## src/rtl/meas_pkg.sv

```systemverilog
// -----------------------------------------------------------------------------
// meas_pkg
// Definitions shared by the measurement subsystem: the pulse train generator
// and the edge-counting frequency counter it calibrates.
//   DEF_DIV_WIDTH   default width of the generator half-period setting
//   DEF_BURST_WIDTH default width of the burst length / pulse counter
//   COUNT_WIDTH     edge counter width of the companion frequency counter
//   ptg_state_t     generator FSM states (IDLE / HIGH / LOW)
// -----------------------------------------------------------------------------
package meas_pkg;

    localparam int unsigned DEF_DIV_WIDTH   = 16;
    localparam int unsigned DEF_BURST_WIDTH = 16;
    localparam int unsigned COUNT_WIDTH     = 16;

    typedef enum logic [1:0] {
        ST_IDLE = 2'd0,
        ST_HIGH = 2'd1,
        ST_LOW  = 2'd2
    } ptg_state_t;

endpackage

```

## src/rtl/half_period_timer.sv

```systemverilog
// -----------------------------------------------------------------------------
// half_period_timer
// Down-counter that times one high or low phase of the generated waveform.
//   clk, rst_n  clock, asynchronous active-low reset
//   load        load load_val into the counter (takes priority over dec)
//   load_val    phase length minus one
//   dec         decrement the counter by one
//   expired     counter has reached zero (last cycle of the current phase)
// -----------------------------------------------------------------------------
module half_period_timer #(
    parameter int unsigned WIDTH = 16
) (
    input  logic             clk,
    input  logic             rst_n,
    input  logic             load,
    input  logic [WIDTH-1:0] load_val,
    input  logic             dec,
    output logic             expired
);

    logic [WIDTH-1:0] ph_cnt;

    always_ff @(posedge clk or negedge rst_n) begin
        if (!rst_n) begin
            ph_cnt <= '0;
        end else if (load) begin
            ph_cnt <= load_val;
        end else if (dec) begin
            ph_cnt <= ph_cnt - WIDTH'(1);
        end
    end

    assign expired = (ph_cnt == '0);

endmodule

```

## src/rtl/pulse_train_generator.sv

```systemverilog
// -----------------------------------------------------------------------------
// pulse_train_generator
// Programmable square-wave / burst generator feeding the frequency counter.
//   clk, rst_n       clock, asynchronous active-low reset
//   cfg_valid        configuration offer; accepted when cfg_ready is high
//   cfg_ready        high only while idle
//   cfg_half_period  clk cycles per high/low phase (0 behaves as 1)
//   cfg_burst_len    rising edges per burst (0 = run until stopped)
//   start            start request, honoured only while idle
//   stop             abort request, honoured in any state
//   sig_out          generated waveform (registered)
//   busy             high while the waveform is running
//   done             one-cycle pulse when a burst completes normally
//   pulse_count      rising edges emitted since the last start
// -----------------------------------------------------------------------------
module pulse_train_generator
    import meas_pkg::*;
#(
    parameter int unsigned DIV_WIDTH   = DEF_DIV_WIDTH,
    parameter int unsigned BURST_WIDTH = DEF_BURST_WIDTH
) (
    input  logic                   clk,
    input  logic                   rst_n,
    input  logic                   cfg_valid,
    output logic                   cfg_ready,
    input  logic [DIV_WIDTH-1:0]   cfg_half_period,
    input  logic [BURST_WIDTH-1:0] cfg_burst_len,
    input  logic                   start,
    input  logic                   stop,
    output logic                   sig_out,
    output logic                   busy,
    output logic                   done,
    output logic [BURST_WIDTH-1:0] pulse_count
);

    ptg_state_t             state;
    logic [DIV_WIDTH-1:0]   hp_r;
    logic [BURST_WIDTH-1:0] bl_r;

    logic                   cfg_fire;
    logic [DIV_WIDTH-1:0]   cfg_hp_clamped;
    logic [DIV_WIDTH-1:0]   start_hp;
    logic                   start_go;
    logic                   running;
    logic                   tmr_load;
    logic                   tmr_dec;
    logic [DIV_WIDTH-1:0]   tmr_load_val;
    logic                   tmr_expired;
    logic                   burst_end;

    assign cfg_ready      = (state == ST_IDLE);
    assign cfg_fire       = cfg_valid & cfg_ready;
    assign cfg_hp_clamped = (cfg_half_period == '0) ? DIV_WIDTH'(1) : cfg_half_period;

    // A configuration offered in the same cycle as start applies to that
    // start, so the first phase length bypasses hp_r.
    assign start_hp = cfg_fire ? cfg_hp_clamped : hp_r;

    assign start_go  = (state == ST_IDLE) & start & ~stop;
    assign running   = (state != ST_IDLE) & ~stop;
    assign burst_end = (bl_r != '0) && (pulse_count == bl_r);

    always_comb begin
        tmr_load     = start_go | (running & tmr_expired);
        tmr_dec      = running & ~tmr_expired;
        tmr_load_val = (start_go ? start_hp : hp_r) - DIV_WIDTH'(1);
    end

    half_period_timer #(
        .WIDTH (DIV_WIDTH)
    ) u_timer (
        .clk      (clk),
        .rst_n    (rst_n),
        .load     (tmr_load),
        .load_val (tmr_load_val),
        .dec      (tmr_dec),
        .expired  (tmr_expired)
    );

    always_ff @(posedge clk or negedge rst_n) begin
        if (!rst_n) begin
            state       <= ST_IDLE;
            sig_out     <= 1'b0;
            busy        <= 1'b0;
            done        <= 1'b0;
            pulse_count <= '0;
            hp_r        <= DIV_WIDTH'(1);
            bl_r        <= '0;
        end else begin
            done <= 1'b0;

            if (cfg_fire) begin
                hp_r <= cfg_hp_clamped;
                bl_r <= cfg_burst_len;
            end

            if (stop) begin
                state   <= ST_IDLE;
                sig_out <= 1'b0;
                busy    <= 1'b0;
            end else begin
                case (state)
                    ST_IDLE: begin
                        if (start) begin
                            state       <= ST_HIGH;
                            sig_out     <= 1'b1;
                            busy        <= 1'b1;
                            pulse_count <= BURST_WIDTH'(1);
                        end
                    end
                    ST_HIGH: begin
                        if (tmr_expired) begin
                            state   <= ST_LOW;
                            sig_out <= 1'b0;
                        end
                    end
                    ST_LOW: begin
                        if (tmr_expired) begin
                            if (burst_end) begin
                                state <= ST_IDLE;
                                busy  <= 1'b0;
                                done  <= 1'b1;
                            end else begin
                                state       <= ST_HIGH;
                                sig_out     <= 1'b1;
                                pulse_count <= pulse_count + BURST_WIDTH'(1);
                            end
                        end
                    end
                    default: begin
                        state   <= ST_IDLE;
                        sig_out <= 1'b0;
                        busy    <= 1'b0;
                    end
                endcase
            end
        end
    end

endmodule

```

## config.mk

```make
export PLATFORM = sky130hd
export DESIGN_NAME = pulse_train_generator
export DESIGN_NICKNAME = d
export VERILOG_FILES = /design/src/rtl/meas_pkg.sv /design/src/rtl/half_period_timer.sv /design/src/rtl/pulse_train_generator.sv
export SDC_FILE = /design/constraint.sdc
export NUM_CORES = 1
export LEC_CHECK = 0
export BUFFER_PORTS_ARGS = -buffer_cell sky130_fd_sc_hd__buf_4
export CAP_MARGIN = 0
export CORE_ASPECT_RATIO = 1.4
export CORE_MARGIN = 3
export CORE_UTILIZATION = 40
export CTS_CLUSTER_DIAMETER = 120
export DETAILED_ROUTE_END_ITERATION = 12
export GPL_ROUTABILITY_DRIVEN = 0
export GPL_TIMING_DRIVEN = 0
export SLEW_MARGIN = 20
export SYNTH_ARGS = -nofsm -noshare
export SYNTH_HDL_FRONTEND = slang
export SYNTH_SLANG_ARGS = --single-unit
export TNS_END_PERCENT = 10
```

## constraint.sdc

```tcl
create_clock -name clk -period 5.05 [get_ports clk]
set_input_delay 0.2525 -clock clk [delete_from_list [all_inputs] [get_ports clk]]
set_output_delay 0.2525 -clock clk [all_outputs]
set_load 0.05 [all_outputs]
```

==> impl_metrics.py, run 1 <==
metrics = {
    "floorplan": {
        "coreArea_um2": 10100,
        "die-height_um": 127,
        "die_x_um": 92.6,
        "ioPinCount": 57,
        "die-area_um2": 11800,
        "num_rows": 43,
        "start_util_pct": 41.8,
    },
    "critical_path": {
        "rrSetupSlack_ps": 1470,
        "critPathLaunchType": "flop",
        "critPathMaxStageDelay_ps": 460,
        "path_cells": "nor4_2 > nand4_2 > a21oi_4 > mux2_4 > inv_2 > ha_1 > nand3b_1 > mux2i_1 > and2_2 > a311oi_1 > a211oi_1",
        "slowest_stage": "nor4_2",
        "worstSetupPathType": "reg2reg",
        "crit_arrival_ps": 3820,
        "path_delay_family": "simple AND/OR/NAND/NOR gates",
        "endpoint_kind": "flop",
        "crit_required_ps": 5300,
        "path_max_fanout": 6,
        "crit_buf_inv": 1,
    },
    "pwr": {
        "clkPwrFrac_pct": 32.4,
        "seq_power_share_pct": 39.9,
        "power.net_switching_w": 0.000719,
        "switching_share_pct": 35.5,
        "pwr_density_cell_nw_per_um2": 398,
        "irDropWorstVdd_v": 0.000261,
        "p_leak_nw": 2.12,
        "pwr-share-comb_pct": 27.8,
        "internal-power_w": 0.00131,
    },
    "clock_tree": {
        "ctsLongestPathBuffers": 2,
        "cts_resized": 0,
        "cts_tree": "yes",
        "clkSinkCount": 69,
        "post_cts_buffers": 0,
        "h-tree-depth": 3,
        "clockRootBuffer": "clkbuf_16",
        "cts_buffers": 9,
        "path_clk_slew_ps": 60,
        "clk_latency_ps": 340,
        "holdBufCountCts": 0,
    },
    "placement": {
        "port_buffers": 55,
        "dp_hpwl_mm": 8.50,
        "place_inst": 603,
        "placedInstanceArea_um2": 4790,
    },
    "route": {
        "vias_per_cell": 5.64,
        "first_iter_violations": 174,
        "num_vias": 3491,
        "drc_errors": 0,
        "routedWlPerCell_um": 18.5,
        "drt-total-wl_mm": 11.4,
        "dr.pass1.iters": 4,
        "ant_nets": 0,
    },
    "global_route": {
        "antenna_found_initial": 0,
        "grtUsageTotal_pct": 20.0,
        "grt_pass1_wl_mm": 18.3,
        "overflow": 0,
        "grt_start_max_net_pins": 70,
        "grt_pass1_vias": 3539,
    },
    "flow_run": {
        "drv_cap": 0,
    },
    "logic_synthesis": {
        "syn_area_um2": 4200,
        "synth_flop_cell": "dfrtp_1",
        "yosysTopAreaCell": "dfrtp_1",
        "synth_top_area_share_pct": 40.5,
        "yosysUniqueCellTypes": 67,
        "syn_avg_cell_area_um2": 10.2,
        "syn_nets": 452,
        "synth-seq-area-share_pct": 41.1,
        "ys_warn_count": 0,
        "synth_seq_cells": 69,
        "synth-edff-count": 0,
        "netlist_instances": 413,
        "synth.area.top_cells": "dfrtp_1 (40%), mux2_2 (10%), xnor2_1 (4.2%), nand2_1 (3.6%), mux2i_1 (3.3%)",
        "synth-async-reset-ratio_pct": 100,
    },
    "sta": {
        "finalSetupTns_ps": 0,
        "rsz0062_at_grt": "false",
        "max_freq_mhz": 280,
        "slew_headroom_pct": 40.5,
        "maxSlewViolCount": 0,
        "hold_viol": 0,
        "setup_viol_count_final": 0,
        "skew_ps": 5.20,
        "fin_crit_sh_pct": 70.8,
        "min_period_ps": 3580,
        "worst_pin_slew_ps": 892,
    },
    "cells_and_area": {
        "num_antenna_cells": 0,
        "fin_cells": 619,
        "area_growth_pct": 21.1,
        "final_nets": 518,
        "postLayoutCoreUtil_pct": 50.6,
        "drive_gt1_share_pct": 30.0,
        "finalInstanceArea_um2": 5090,
    },
    "outcome": {
        "status": "complete, no violations",
    },
    "min_path": {
        "holdCritPathClass": "in2async",
    },
}
-- synth_stat cells, drive strengths merged, types with 2 or more instances --
cell type  number
a211oi          5
a21o            2
a21oi          25
a31oi           6
and2            3
and3            6
buf            10
clkbuf          7
dfrtp          68
ha              2
inv             7
mux2           42
mux2i          15
nand2          41
nand3          13
nand3b          2
nand4          11
nor2           25
nor2b           2
nor3            5
nor4           13
o2111ai         5
o211ai          2
o21a            2
o21ai          29
o21bai          2
o31ai           2
o41ai           3
or2             2
or3            11
xnor2          20
xor2           10
-- worst paths after layout --
| check | from | end | cells after the start |
|---|---|---|---|
| worst max-delay path | u_timer.ph_cnt[8]$_DFFE_PN0P_ | u_timer.ph_cnt[12]$_DFFE_PN0P_ | 11 |
| worst min-delay path | rst_n | hp_r[9]$_DFF_PN0_ | 1 |
| worst max register to register | u_timer.ph_cnt[8]$_DFFE_PN0P_ | u_timer.ph_cnt[12]$_DFFE_PN0P_ | 11 |
| worst min register to register | hp_r[0]$_DFF_PN1_ | hp_r[0]$_DFF_PN1_ | 2 |
| max in group asynchronous | rst_n | u_timer.ph_cnt[4]$_DFFE_PN0P_ | 1 |
| min in group clk | stop | state[1]$_DFFE_PN0P_ | 2 |
-- kinds of logic after synthesis --
family                   count (synthesis)  share of synthesized area (%)
AND/OR/NAND/NOR                        140                           19.1
flip-flops                              69                           41.1
multiplexers                            57                           15.4
adder cells (fa/ha/maj)                  2                          0.595
buffers and inverters                   24                           2.89
XOR/XNOR                                30                           6.25
AO/OA/AOI/OAI                           91                           14.7
-- cell usage in the layout, fill, tap and decap left out, drive strengths merged, types with 6 or more instances in the layout --
cell	netlist	layout
mux2i	15	15
a21oi	25	25
and3	6	6
clkbuf	7	16
a31oi	6	6
nand2	41	41
nor4	13	13
xor2	10	10
mux2	42	42
inv	7	10
nand4	11	11
xnor2	20	20
nor2	25	25
or3	11	11
nand3	13	13
o21ai	29	29
dfrtp	68	68
buf	10	65
-- sequential cells by signal, indices dropped and copies added, names as in the netlist --
name	flops
busy	1
pulse_count	16
hp_r	16
bl_r	16
state	2
sig_out	1
u_timer.ph_cnt	16
done	1
-- metrics by stage --
step	total power [W]	worst slack, ps	hold slack, ps
6_report	0.00202	1470	33.6
4_1_cts	0.00203	1480	82.3
5_1_grt	0.00213	1200	112
2_1_floorplan	0.00119	2150	-43.1
3_3_place_gp	0.00136	1460	438
3_5_place_dp	0.00137	1480	443
-- layer usage --
metal	track usage, %	part of all wire (%)	vias to the layer above
met4	6.47	1.8	0
met1	22.3	39	1734
met3	4.36	4.5	14
met2	37.6	55	84
li1	-	-	1659
met5	0	0	-
-- power by group through the flow --
stage	registers, W	logic [W]	clock network (W)
2_1_floorplan	0.000807	0.000386	0
3_3_place_gp	0.000809	0.000548	0
3_5_place_dp	0.000813	0.000560	0
4_1_cts	0.000805	0.000563	0.000665
5_1_grt	0.000822	0.000619	0.000693
6_report	0.000807	0.000562	0.000655
-- area by class of cell --
class	count	area, um^2
plain buffers	17	95.1
clock buffers	9	225
clock inverters	7	80.1
fillers	970	4970
inverters	7	26.3
multi-input cells	320	2350
flip-flops and latches	69	1730
well taps	135	169
repair buffers	55	413
Power figures use the tool's default switching activity.
==> run 2, diff against run 1 <==
--- a/config.mk
+++ b/config.mk
@@ -5,6 +5,7 @@
 export SDC_FILE = /design/constraint.sdc
 export NUM_CORES = 1
 export LEC_CHECK = 0
+export ABC_AREA = 1
 export BUFFER_PORTS_ARGS = -buffer_cell sky130_fd_sc_hd__buf_4
 export CAP_MARGIN = 0
 export CORE_ASPECT_RATIO = 1.4
==> constraint.sdc (replaced) <==
create_clock -name clk -period 2.92 [get_ports clk]
set_input_delay 0.146 -clock clk [delete_from_list [all_inputs] [get_ports clk]]
set_output_delay 0.146 -clock clk [all_outputs]
set_load 0.05 [all_outputs]
==> run 2 against run 1 <==
Against the previous run: synthesized area is 1.2% higher; die area grew 1.1%; critical endpoint unchanged; via count rose by 19%; setup slack got worse by 1100 ps; critical path depth grew 6.
==> impl_metrics.py, run 2 <==
metrics = {
    "outcome": {
        "status": "complete, no violations",
    },
    "floorplan": {
        "die_x_um": 93.1,
        "coreArea_um2": 10100,
        "start_util_pct": 42.0,
        "die-area_um2": 11900,
        "ioPinCount": 57,
        "num_rows": 43,
        "die-height_um": 128,
    },
    "global_route": {
        "busiest_layer": "met2",
        "grt_pass1_vias": 4196,
        "overflow": 0,
        "grtUsageMet3_pct": 3.64,
        "antenna_found_initial": 0,
        "grt_start_max_net_pins": 70,
        "grtUsageTotal_pct": 21.4,
        "gr-usage-met2_pct": 39.4,
        "grt_pass1_wl_mm": 20.0,
        "grtUsageMet1_pct": 23.8,
    },
    "logic_synthesis": {
        "ys_warn_count": 0,
        "syn_avg_cell_area_um2": 6.84,
        "syn_nets": 661,
        "synth-seq-area-share_pct": 40.6,
        "syn_area_um2": 4250,
        "synth_commonest_cells": "nand2_1 (287), dfrtp_1 (68), nor2_1 (58), nand3_1 (51), inv_1 (37)",
        "yosysUniqueCellTypes": 37,
        "netlist_instances": 622,
        "synth.area.top_cells": "dfrtp_1 (40%), nand2_1 (25%), nand3_1 (6.0%), nor2_1 (5.1%), xor2_1 (3.3%)",
        "synth_top_area_share_pct": 40.0,
        "synth_seq_cells": 69,
        "synth-edff-count": 0,
        "yosysTopAreaCell": "dfrtp_1",
        "synth-async-reset-ratio_pct": 100,
        "yosysMostFrequentCell": "nand2_1",
        "synth_flop_cell": "dfrtp_1",
    },
    "clock_tree": {
        "cts_resized": 0,
        "clockRootBuffer": "clkbuf_16",
        "clkSinkCount": 69,
        "h-tree-depth": 3,
        "cts_buffers": 9,
        "cts_tree": "yes",
        "clk_latency_ps": 340,
        "ctsLongestPathBuffers": 2,
        "path_clk_slew_ps": 60,
    },
    "route": {
        "first_iter_violations": 176,
        "routedWlPerCell_um": 14.0,
        "drc_errors": 0,
        "num_vias": 4168,
        "dr.pass1.iters": 5,
        "ant_nets": 0,
        "drt-total-wl_mm": 11.7,
        "vias_per_cell": 4.97,
    },
    "pwr": {
        "power_w": 0.00498,
        "seq_power_share_pct": 32.5,
        "switching_share_pct": 43.2,
        "pwr-share-comb_pct": 43.0,
        "power.net_switching_w": 0.00216,
        "p_leak_nw": 2.77,
        "pwr_density_cell_nw_per_um2": 946,
        "clkPwrFrac_pct": 24.5,
        "internal-power_w": 0.00283,
        "irDropWorstVdd_v": 0.000510,
    },
    "critical_path": {
        "worstSetupPathType": "reg2reg",
        "crit_arrival_ps": 2790,
        "endpoint_kind": "flop",
        "r2r_start": "state[1]$_DFFE_PN0P_",
        "critPathLaunchType": "flop",
        "path_max_fanout": 10,
        "crit_required_ps": 3150,
        "crit_start": "state[1]$_DFFE_PN0P_",
    },
    "min_path": {
        "holdCritPathClass": "in2reg",
        "min_from": "cfg_burst_len[10]",
    },
    "sta": {
        "worst_pin_slew_ps": 902,
        "maxSlewViolCount": 0,
        "max_freq_mhz": 391,
        "skew_ps": 7.46,
        "fin_crit_sh_pct": 87.6,
        "setup_viol_count_final": 0,
        "hold_viol": 0,
        "min_period_ps": 2560,
        "rsz0062_at_grt": "false",
        "finalSetupTns_ps": 0,
        "slew_headroom_pct": 39.8,
    },
    "cells_and_area": {
        "postLayoutCoreUtil_pct": 52.1,
        "num_antenna_cells": 0,
        "nFillCells": 1025,
        "drive_gt1_share_pct": 15.4,
        "final_cell_mix": "nand2_1 (287), dfrtp_1 (68), nor2_1 (58), buf_4 (56), nand3_1 (51)",
        "area_growth_pct": 23.9,
        "layout_commonest_cell": "nand2_1",
        "final_nets": 737,
    },
    "placement": {
        "port_buffers": 56,
        "dp_hpwl_mm": 8.74,
    },
    "flow_run": {
        "drv_cap": 0,
    },
}
[run 2: worst max-delay path, cell delays in order, from the launching register on]
cell and delay, ps:
dfrtp_1 370, buf_6 140, nor2_8 230, nand2_4 120, buf_6 160, nor2_1 80
nand2_1 60, nand2_1 80, nand2_1 90, a21boi_2 200, ha_1 160, inv_1 50
nor2_2 140, nand2_1 120, nor2_4 190, nand3_1 90, nand3_1 80, nand2_1 50
[run 2: cell type report]
| cell class | instances | area [um^2] | area share (%) |
|---|---|---|---|
| multi-input cells | 493 | 2270 | 43.1 |
| flip-flops and latches | 69 | 1730 | 32.8 |
| repair buffers | 66 | 520 | 9.88 |
| clock buffers | 9 | 225 | 4.27 |
| well taps | 135 | 169 | 3.21 |
| inverters | 41 | 154 | 2.92 |
| clock inverters | 7 | 106 | 2.02 |
| plain buffers | 18 | 92.6 | 1.76 |
[run 2: timing repair]
item,4_1_cts,5_1_grt
hold endpoints to repair,77,0
endpoints found under the setup margin,0,1
hold buffers,10,0
buffers inserted,0,0
[run 2: cells by family after synthesis]
family | Yosys count | share of synthesized area [%]
XOR/XNOR | 28 | 5.77
buffers and inverters | 60 | 5.91
flip-flops | 69 | 40.6
adder cells (fa/ha/maj) | 2 | 0.588
AND/OR/NAND/NOR | 439 | 43.7
AO/OA/AOI/OAI | 24 | 3.38
[run 2: per-layer routing]
layer	routed length (um)	share of wire (%)	vias up
met1	4580	39	1935
met4	391	3.3	0
li1	-	-	2100
met2	6320	54	104
met5	0	0	-
met3	460	3.9	29
[run 2: worst paths after layout]
kind / cells past startpoint / slack [ps] / end
worst max-delay path: 17 / 360 / u_timer.ph_cnt[12]$_DFFE_PN0P_
worst min-delay path: 3 / 9 / bl_r[10]$_DFFE_PN0N_
worst max register to register: 17 / 360 / u_timer.ph_cnt[12]$_DFFE_PN0P_
worst min register to register: 2 / 480 / sig_out$_DFFE_PN0P_
max in group asynchronous: 2 / 1860 / u_timer.ph_cnt[9]$_DFFE_PN0P_
min in group asynchronous: 2 / 470 / bl_r[13]$_DFFE_PN0N_
[run 2: metrics by stage]
| step | hold slack (ps) | area [um^2] | setup WS, ps | std cells |
|---|---|---|---|---|
| after floorplan | -150 | 4250 | 573 | 622 |
| after global placement | 329 | 4840 | 326 | 813 |
| after detailed placement | 339 | 4840 | 306 | 813 |
| after CTS | 1.43 | 5270 | 289 | 839 |
| after global routing | 11.0 | 5270 | 17.2 | 838 |
| final | 9.42 | 5270 | 363 | 838 |
[run 2: power by group through the flow]
stage / logic, W / clock network [W] / registers [W]
floorplan: 0.00155 / 0 / 0.00163
global placement: 0.00210 / 0 / 0.00161
detailed placement: 0.00214 / 0 / 0.00163
CTS: 0.00217 / 0.00125 / 0.00162
global route: 0.00248 / 0.00129 / 0.00167
finish: 0.00214 / 0.00122 / 0.00162
==> run 3, diff against run 2 <==
--- a/config.mk
+++ b/config.mk
@@ -18,5 +18,6 @@
 export SLEW_MARGIN = 20
 export SYNTH_ARGS = -nofsm -noshare
 export SYNTH_HDL_FRONTEND = slang
+export SYNTH_HIERARCHICAL = 1
 export SYNTH_SLANG_ARGS = --single-unit
 export TNS_END_PERCENT = 10
==> run 3 against run 2 <==
Against the previous run: first-iteration DRC count is 36% higher; sequential cell count unchanged; clock skew fell by 1.6 ps; utilization is 1.3 points lower; die area up 7.5%; hold slack worse by 0.74 ps; total power is 9.1% higher; wire length grew 9.3%; sequential share of layout area down 2.0 points; largest power group unchanged.
==> impl_metrics.py, run 3 <==
metrics = {
    "route": {
        "drt-total-wl_mm": 12.8,
        "ant_nets": 0,
        "first_iter_violations": 239,
        "num_vias": 4526,
        "dr.pass1.iters": 5,
        "vias_per_cell": 5.05,
        "routedWlPerCell_um": 14.3,
        "drc_errors": 0,
    },
    "critical_path": {
        "critPathLaunchType": "flop",
        "r2r_end": "u_timer/ph_cnt[4]$_DFFE_PN0P_",
        "r2r_start": "u_timer/ph_cnt[1]$_DFFE_PN0P_",
        "worstSetupPathType": "reg2reg",
        "rr_worst_depth": 14,
        "path_max_fanout": 10,
        "endpoint_kind": "flop",
        "crit_start": "u_timer/ph_cnt[1]$_DFFE_PN0P_",
        "crit_arrival_ps": 2930,
        "rrSetupSlack_ps": 200,
        "crit_required_ps": 3130,
    },
    "min_path": {
        "min_path_cells": 3,
        "holdPathEnd": "bl_r[12]$_DFFE_PN0N_",
        "holdCritPathClass": "in2reg",
        "min_from": "cfg_burst_len[12]",
    },
    "floorplan": {
        "num_rows": 45,
        "die-area_um2": 12800,
        "die-height_um": 133,
        "coreArea_um2": 11000,
        "start_util_pct": 41.6,
        "ioPinCount": 57,
        "die_x_um": 96.5,
    },
    "global_route": {
        "grt_start_max_net_pins": 70,
        "grt_pass1_vias": 4482,
        "grtUsageTotal_pct": 21.1,
        "overflow": 0,
        "grt_pass1_wl_mm": 21.2,
        "antenna_found_initial": 0,
    },
    "outcome": {
        "status": "complete, no violations",
    },
    "clock_tree": {
        "path_clk_slew_ps": 60,
        "clockRootBuffer": "clkbuf_16",
        "clkSinkCount": 69,
        "cts_buffers": 9,
        "ctsLongestPathBuffers": 2,
        "h-tree-depth": 3,
        "clk_latency_ps": 340,
        "cts_tree": "yes",
    },
    "logic_synthesis": {
        "synth.area.top_cells": "dfrtp_1 (37%), nand2_1 (22%), nor2_1 (5.9%), nand3_1 (5.7%), inv_1 (4.3%)",
        "ys_warn_count": 6,
        "netlist_instances": 675,
        "synth-async-reset-ratio_pct": 100,
        "synth_commonest_cells": "nand2_1 (271), nor2_1 (72), dfrtp_1 (68), inv_1 (52), nand3_1 (52)",
        "synth_top_family_by_area": "simple AND/OR/NAND/NOR gates",
        "synth-seq-area-share_pct": 37.6,
        "syn_avg_cell_area_um2": 6.80,
        "synth-edff-count": 0,
        "synth_flop_cell": "dfrtp_1",
        "synth_top_area_share_pct": 37.1,
        "synth-simple-area-share_pct": 43.6,
        "synth-xor-area-share_pct": 4.58,
        "synthMuxAreaShare_pct": 0,
        "syn_nets": 715,
        "syn_area_um2": 4590,
        "yosysUniqueCellTypes": 40,
        "yosysMostFrequentCell": "nand2_1",
        "synth_compound_area_share_pct": 6.43,
        "yosysTopAreaCell": "dfrtp_1",
        "synth-adder-area-share_pct": 0.818,
        "synth_seq_cells": 69,
    },
    "placement": {
        "port_buffers": 55,
        "dp_hpwl_mm": 9.74,
        "placedInstanceArea_um2": 5180,
    },
    "sta": {
        "max_freq_mhz": 368,
        "skew_ps": 5.86,
        "min_period_ps": 2720,
        "slew_headroom_pct": 37.1,
        "worst_pin_slew_ps": 943,
        "fin_crit_sh_pct": 93.2,
        "hold_viol": 0,
        "setup_viol_count_final": 0,
        "maxSlewViolCount": 0,
    },
    "cells_and_area": {
        "drive_gt1_share_pct": 17.5,
        "seqCellArea_um2": 1730,
        "final_cell_mix": "nand2_1 (270), nor2_1 (71), dfrtp_1 (68), buf_4 (59)",
        "num_antenna_cells": 0,
        "nFillCells": 1142,
        "area_growth_pct": 22.1,
        "multi_input_area_um2": 2550,
        "postLayoutCoreUtil_pct": 50.8,
        "finalInstanceArea_um2": 5610,
        "final_nets": 791,
        "layout_commonest_cell": "nand2_1",
    },
    "pwr": {
        "irDropWorstVdd_v": 0.000403,
        "pwr_density_cell_nw_per_um2": 970,
        "p_leak_nw": 2.75,
    },
    "flow_run": {
        "drv_cap": 0,
    },
}
==> run 3: cell types whose count changed in the layout (fill, tap and decap cells not counted), moves of 7 or more <==
cell / previous run / this run
inv_1: 37 / 52
nand2_1: 287 / 270
nand4_1: 5 / 12
nor2_1: 58 / 71
nand2_2: 3 / 11
o21ai_0: 14 / 29
==> run 3: cell type report <==
type	count	share of cell area, %
Timing Repair Buffer	65	9.06
Clock inverter	7	1.76
Multi-Input combinational cell	533	45.5
Sequential cell	69	30.8
Clock buffer	9	4.02
Inverter	56	3.75
Tap cell	141	3.15
Buffer	17	1.94
==> run 3: what timing repair did <==
| action | in CTS | in global routing |
|---|---|---|
| setup endpoints to repair | 0 | 14 |
| gates resized for setup | 0 | 3 |
| hold buffers | 8 | 0 |
| endpoints found under the hold margin | 38 | 0 |
| setup buffers | 0 | 2 |
==> run 3: routing by layer <==
metal / GRT usage [%] / part of all wire [%]
met5: 0 / 0
met2: 37.6 / 52
met4: 8.58 / 2.9
met3: 3.70 / 4.0
met1: 24.2 / 41
==> run 3: power breakdown <==
part           switching [W]  internal, W
logic                0.00165     0.000904
clock network       0.000456     0.000752
registers           0.000358      0.00131
total                0.00247      0.00297
==> run 3: kinds of logic (layout without fill, tap and decap cells) <==
kind of cell    Yosys count  count (layout)
buf+inv                  73             154
compound gates           48              48
simple gates            458             458
xor+xnor                 24              24
fa+ha+maj                 3               3
flops                    69              69
==> run 3: worst max-delay path by stage <==
stage / slack, ps / end
finish: 200 / u_timer/ph_cnt[4]$_DFFE_PN0P_
global route: -30 / u_timer/ph_cnt[3]$_DFFE_PN0P_
CTS: 110 / u_timer/ph_cnt[4]$_DFFE_PN0P_
detailed placement: 110 / u_timer/ph_cnt[4]$_DFFE_PN0P_
global placement: 200 / u_timer/ph_cnt[4]$_DFFE_PN0P_
floorplan: 650 / u_timer/ph_cnt[7]$_DFFE_PN0P_
==> run 3: worst max-delay path, stage by stage, from the launching register on <==
cell	delay, ps
dfrtp_1	360
inv_1	130
ha_2	230
nand3_2	150
nor2_8	200
nand4_1	150
nor2_2	160
inv_1	100
o31ai_1	260
buf_4	210
inv_1	120
nand2_2	120
inv_2	110
a22oi_1	160
o21ai_0	120
==> run 3: stage by stage <==
| stage | power (W) | hold slack (ps) | setup TNS [ps] | cells | setup slack, ps |
|---|---|---|---|---|---|
| finish | 0.00544 | 8.68 | 0 | 897 | 199 |
| global route | 0.00590 | 18.6 | -56.5 | 897 | -29.2 |
| CTS | 0.00546 | 3.90 | 0 | 895 | 108 |
| detailed placement | 0.00422 | 346 | 0 | 871 | 111 |
| global placement | 0.00417 | 341 | 0 | 871 | 196 |
| floorplan | 0.00354 | -150 | 0 | 675 | 651 |
